File: src/rtl/wb_queue_if.sv
// Request/issue bundle for the writeback queue: two producer handshakes, flush,
// and the registered select/data/valid plus occupancy seen by the decoder side.
interface wb_queue_if #(
    parameter int unsigned AW = 2
);
    logic        mem_vld;
    logic        mem_rdy;
    logic [4:0]  mem_rd;
    logic [31:0] mem_data;
    logic        alu_vld;
    logic        alu_rdy;
    logic [4:0]  alu_rd;
    logic [31:0] alu_data;
    logic        flush;
    logic [5:0]  loadsel;
    logic [31:0] wdata;
    logic        wvld;
    logic [AW:0] count;

    modport master (
        output mem_vld, mem_rd, mem_data, alu_vld, alu_rd, alu_data, flush,
        input  mem_rdy, alu_rdy, loadsel, wdata, wvld, count
    );

    modport slave (
        input  mem_vld, mem_rd, mem_data, alu_vld, alu_rd, alu_data, flush,
        output mem_rdy, alu_rdy, loadsel, wdata, wvld, count
    );
endinterface

File: src/rtl/wb_queue.sv
// Writeback request queue: merges memory and ALU register writes into one FIFO
// and issues one write per cycle. Optional macro WBQ_BYPASS_EN skips the FIFO when empty.
module wb_queue #(
    parameter int unsigned DEPTH    = 4,
    parameter int unsigned AW       = 2,
    parameter logic [5:0]  IDLE_SEL = 6'd32
) (
    input  logic        clk,
    input  logic        rstn,
    wb_queue_if.slave   bus
);
    localparam int unsigned CW = AW + 1;

    typedef struct packed {
        logic [4:0]  rd;
        logic [31:0] data;
    } wb_entry_t;

    wb_entry_t         fifo [DEPTH];
    logic [AW-1:0]     wptr, rptr;
    logic [CW-1:0]     count_q, count_next, free;
    logic [5:0]        sel_q, sel_next;
    logic [31:0]       data_q, data_next;
    logic              vld_q, vld_next;

    logic              mem_rdy_c, alu_rdy_c, mem_acc, alu_acc, pop;
    logic              wen0, wen1;
    wb_entry_t         wdat0, wdat1, mem_ent, alu_ent, head;

    assign mem_ent = '{rd: bus.mem_rd, data: bus.mem_data};
    assign alu_ent = '{rd: bus.alu_rd, data: bus.alu_data};
    assign head    = fifo[rptr];

    // Space check uses the registered count; a same-cycle pop is not credited.
    always_comb begin
        free      = CW'(DEPTH) - count_q;
        mem_rdy_c = rstn & ~bus.flush & (free >= CW'(1));
        alu_rdy_c = rstn & ~bus.flush & (bus.mem_vld ? (free >= CW'(2)) : (free >= CW'(1)));
        mem_acc   = bus.mem_vld & mem_rdy_c;
        alu_acc   = bus.alu_vld & alu_rdy_c;
        pop       = (count_q != '0);
    end

    assign bus.mem_rdy = mem_rdy_c;
    assign bus.alu_rdy = alu_rdy_c;

    // Push slot selection and next output register contents.
    always_comb begin
        wen0      = mem_acc | alu_acc;
        wdat0     = mem_acc ? mem_ent : alu_ent;
        wen1      = mem_acc & alu_acc;
        wdat1     = alu_ent;
        sel_next  = IDLE_SEL;
        data_next = '0;
        vld_next  = 1'b0;
        if (pop) begin
            sel_next  = {1'b0, head.rd};
            data_next = head.data;
            vld_next  = 1'b1;
        end
`ifdef WBQ_BYPASS_EN
        else if (mem_acc | alu_acc) begin
            // Empty queue: the higher-priority request goes straight to the output.
            sel_next  = {1'b0, wdat0.rd};
            data_next = wdat0.data;
            vld_next  = 1'b1;
            wen0      = mem_acc & alu_acc;
            wdat0     = alu_ent;
            wen1      = 1'b0;
        end
`endif
        count_next = count_q + CW'(wen0) + CW'(wen1) - CW'(pop);
    end

    always_ff @(posedge clk) begin
        if (!rstn || bus.flush) begin
            wptr    <= '0;
            rptr    <= '0;
            count_q <= '0;
            sel_q   <= IDLE_SEL;
            data_q  <= '0;
            vld_q   <= 1'b0;
        end else begin
            wptr    <= wptr + AW'(wen0) + AW'(wen1);
            rptr    <= rptr + AW'(pop);
            count_q <= count_next;
            sel_q   <= sel_next;
            data_q  <= data_next;
            vld_q   <= vld_next;
        end
    end

    // Storage needs no reset; readies are low in reset/flush so nothing is written.
    always_ff @(posedge clk) begin
        if (wen0) fifo[wptr] <= wdat0;
        if (wen1) fifo[wptr + AW'(1)] <= wdat1;
    end

    assign bus.loadsel = sel_q;
    assign bus.wdata   = data_q;
    assign bus.wvld    = vld_q;
    assign bus.count   = count_q;
endmodule

File: src/flat_wrapper.sv
// flat-port wrapper written by rule: the top's interface ports become plain ports
module wb_queue_flat 
#(
    parameter int unsigned DEPTH    = 4,
    parameter int unsigned AW       = 2,
    parameter logic [5:0]  IDLE_SEL = 6'd32
)
  (clk, rstn, bus_mem_vld, bus_mem_rd, bus_mem_data, bus_alu_vld, bus_alu_rd, bus_alu_data, bus_flush, bus_mem_rdy, bus_alu_rdy, bus_loadsel, bus_wdata, bus_wvld, bus_count);
  wb_queue_if #(.AW(AW)) bus_i ();
  input  logic clk;
  input  logic rstn;
  input wire logic [$bits(bus_i.mem_vld)-1:0] bus_mem_vld;
  input wire logic [$bits(bus_i.mem_rd)-1:0] bus_mem_rd;
  input wire logic [$bits(bus_i.mem_data)-1:0] bus_mem_data;
  input wire logic [$bits(bus_i.alu_vld)-1:0] bus_alu_vld;
  input wire logic [$bits(bus_i.alu_rd)-1:0] bus_alu_rd;
  input wire logic [$bits(bus_i.alu_data)-1:0] bus_alu_data;
  input wire logic [$bits(bus_i.flush)-1:0] bus_flush;
  output wire logic [$bits(bus_i.mem_rdy)-1:0] bus_mem_rdy;
  output wire logic [$bits(bus_i.alu_rdy)-1:0] bus_alu_rdy;
  output wire logic [$bits(bus_i.loadsel)-1:0] bus_loadsel;
  output wire logic [$bits(bus_i.wdata)-1:0] bus_wdata;
  output wire logic [$bits(bus_i.wvld)-1:0] bus_wvld;
  output wire logic [$bits(bus_i.count)-1:0] bus_count;
  assign bus_i.mem_vld = bus_mem_vld;
  assign bus_i.mem_rd = bus_mem_rd;
  assign bus_i.mem_data = bus_mem_data;
  assign bus_i.alu_vld = bus_alu_vld;
  assign bus_i.alu_rd = bus_alu_rd;
  assign bus_i.alu_data = bus_alu_data;
  assign bus_i.flush = bus_flush;
  assign bus_mem_rdy = bus_i.mem_rdy;
  assign bus_alu_rdy = bus_i.alu_rdy;
  assign bus_loadsel = bus_i.loadsel;
  assign bus_wdata = bus_i.wdata;
  assign bus_wvld = bus_i.wvld;
  assign bus_count = bus_i.count;
  wb_queue #(.DEPTH(DEPTH), .AW(AW), .IDLE_SEL(IDLE_SEL)) u_core (.clk(clk), .rstn(rstn), .bus(bus_i));
endmodule
File: config.mk
export PLATFORM = sky130hd
export DESIGN_NAME = wb_queue_flat
export DESIGN_NICKNAME = d
export VERILOG_FILES = /design/src/rtl/wb_queue_if.sv /design/src/rtl/wb_queue.sv /design/src/flat_wrapper.sv
export SDC_FILE = /design/constraint.sdc
export NUM_CORES = 1
export LEC_CHECK = 0
export ABC_AREA = 1
export CORE_UTILIZATION = 40
export CTS_CLUSTER_DIAMETER = 150
export DETAILED_ROUTE_END_ITERATION = 6
export GPL_TIMING_DRIVEN = 0
export PLACE_DENSITY = 0.7
export SETUP_SLACK_MARGIN = 0.3
export SYNTH_ARGS = -nofsm -noshare
export SYNTH_HDL_FRONTEND = slang
export SYNTH_SLANG_ARGS = --single-unit
File: constraint.sdc
create_clock -name clk -period 9.5 [get_ports clk]
set_input_delay 1.9 -clock clk [delete_from_list [all_inputs] [get_ports clk]]
set_output_delay 1.9 -clock clk [all_outputs]
set_load 0.01 [all_outputs]
==> out/results.ini <==
[sta]
period_share=0.5664
clock-skew-final_ps=11.71
timing.fmax_ghz=0.1858
rsz0062_at_grt=no
max_slew_margin=0.3562
min_period_ps=5381
worstMarginPinSlew_ps=962.0
final-hold-violation-count=0
timing.setup.tns_ps=0
slew_violations=0
setup_viol=0

[power]
p_sw_frac=0.3252
p_switching_uw=784.4
power_mw=2.412
static-leakage-power_nw=4.957
ir_drop_mv=0.1408
power.internal_mw=1.628
combPwrFrac=0.284
p_seq_frac=0.431
p_per_area_nw_per_um2=201.9
pwr-share-clk=0.285

[floorplan]
fp.dieArea_um2=24740
ios=123
die_y_um=157.3
core_area_um2=23540
start_util=0.4098
fp.dieW_um=157.3
rows=56

[clock_tree]
clk_latency_ps=440
cts_buffer_depth=2
clockRootBuffer=clkbuf_16
cts.sinks=194
cts_setup_buffers=0
cts_hold_buf=0
htreeDepth=4
cts_buffers=17
path_clk_slew_ps=60
cts_resized=0
cts_tree=done

[synthesis]
synthMuxAreaShare=0
ys_seq_area_frac=0.5562
synth_adder_area_share=0.01401
synth_area_per_cell_um2=8.280
synth_simple_gate_area_frac=0.3112
syn_inst=1165
yosysWarnings=0
ys_ff_latch=194
synth_top_family_by_area=simple AND/OR/NAND/NOR gates
synth.area.top_cells=edfxtp_1 46%, nand2_1 16%, dfxtp_1 9.5%
synth_compound_area_frac=0.05914
synth_cell_types=25
syn_area_um2=9647
synth_xor_area_frac=0.002724
yosysTopAreaCell=edfxtp_1
synth_top_area_share=0.4607
synth_nets=1253

[final_layout]
final_core_util=0.5075
layout_commonest_cell=nand2_1
n_fill_cell=2162
antenna_cells=0
area_growth_pct=23.85
final_cell_mix=416 x nand2_1, 159 x nor2_1, 149 x nand3_1, 148 x edfxtp_1, 122 x clkdlybuf4s50_1
drive_gt1_frac=0.06878
nNetsFinal=1398

[worst_setup_path]
critical_path.cell_chain=clkdlybuf4s50_1 -> inv_1 -> nor2_4 -> nand2_1 -> nor2_2 -> clkdlybuf4s50_1
cpPeakStageDelay_ps=600
crit_path_top_delay_cell=clkdlybuf4s50_1
cp-end-kind=output pin
crit_top_cell=clkdlybuf4s50_1
crit_fanout=5
reg2reg_depth=18
required_ps=7600
worst-setup-path-type=in2out
worst_setup_path_start_kind=input port
arrival_ps=3480

[placement]
io_buffer_count=122
gp_congestion=0.9176
dp_hpwl_mm=19.27

[grt]
antenna_found_initial=1
grt_pass1_vias=8089
grt.overflow.total=0
grt_util_all_layers=0.2374
grt_max_degree=25
grt_pass1_wl_mm=43.50

[drt]
firstDrtPassIters=6
avgRoutedWirePerCell_um=17.24
num_vias=8707
vias_per_cell=5.303
drt_wl_total_mm=28.30
antenna_left=0
first_iter_violations=952
drc=0

[status]
status=completed

[worst_hold_path]
worstHoldPathType=reg2reg
holdPathStages=2

[flow_run]
drv_cap=0

sequential cells by signal, summed over array words and instances, names as in the netlist:
name,count
u_core.fifo,148
u_core.bus.loadsel,6
u_core.bus.wvld,1
u_core.rptr,2
u_core.bus.wdata,32
u_core.wptr,2
u_core.bus.count,3
final cells by class:
type                    count  area (um^2)  share of cell area
clock inverters            14        128.9             0.01079
plain buffers              83        455.4             0.03812
repair buffers            126         1316              0.1102
clock buffers              18        429.2             0.03592
multi-input cells         864         3761              0.3148
flip-flops and latches    194         5365              0.4491
inverters                  24        92.59            0.007750
well taps                 319        399.1             0.03341
power groups by stage:
stage | sequential (mW) | clock (mW) | combinational [mW]
finish | 1.04 | 0.688 | 0.684
global route | 1.05 | 0.725 | 0.763
CTS | 1.04 | 0.690 | 0.680
detailed placement | 1.06 | 0 | 0.675
global placement | 1.06 | 0 | 0.640
floorplan | 1.07 | 0 | 0.388
cell usage after synthesis:
library cell	count
fa_1	3
buf_6	12
buf_1	7
ha_1	6
nand3_1	149
buf_2	25
or2_2	1
nor2_4	3
o21ai_1	1
dfxtp_1	46
nand2_2	1
xor2_1	1
xnor2_1	2
nand4_1	5
inv_2	3
buf_4	6
o21ai_0	75
inv_1	20
nor2_1	159
nor2_2	2
edfxtp_1	148
a21oi_1	38
clkbuf_1	33
inv_4	1
nand2_1	418
cells by family after synthesis:
family / count (synthesis)
xor gates and xnor gates: 3
AOI/OAI and AO/OA: 114
DFF: 194
adders and majority gates: 9
and+or+nand+nor: 738
buffers and inverters: 107
through the flow:
| stage | std cells | hold WS (ps) | instance area, um^2 | setup slack (ps) |
|---|---|---|---|---|
| floorplan | 1165 | 481.6 | 9647 | 3699 |
| global placement | 1606 | 510.1 | 11270 | 1070 |
| detailed placement | 1610 | 515.6 | 11390 | 4132 |
| CTS | 1642 | 530.8 | 11950 | 4127 |
| global route | 1642 | 573.6 | 11950 | 4089 |
| finish | 1642 | 526.9 | 11950 | 4119 |
worst paths after layout:
kind,from,to,slack [ps]
worst max-delay path,rstn,bus_alu_rdy,4120
worst min-delay path,u_core.fifo[3][21],u_core.bus.wdata[21],530
worst min register to register,u_core.fifo[3][21],u_core.bus.wdata[21],530
worst max register to register,u_core.bus.count[0],u_core.bus.count[2],5850
layer usage:
| metal | wire, um | part of all wire | vias to the layer above | track usage |
|---|---|---|---|---|
| met5 | 13 | 0.00046 | - | 0 |
| met4 | 989 | 0.035 | 2 | 0.1202 |
| met3 | 2704 | 0.096 | 81 | 0.04157 |
| met2 | 13260 | 0.47 | 498 | 0.3805 |
| met1 | 11340 | 0.40 | 3996 | 0.3087 |
| li1 | - | - | 4130 | - |
worst max-delay path, delay by kind of cell:
family                 cells  cell delay (ps)
buffers and inverters      3             1120
AND/OR/NAND/NOR            3              470
(Power assumes the default switching activity.)
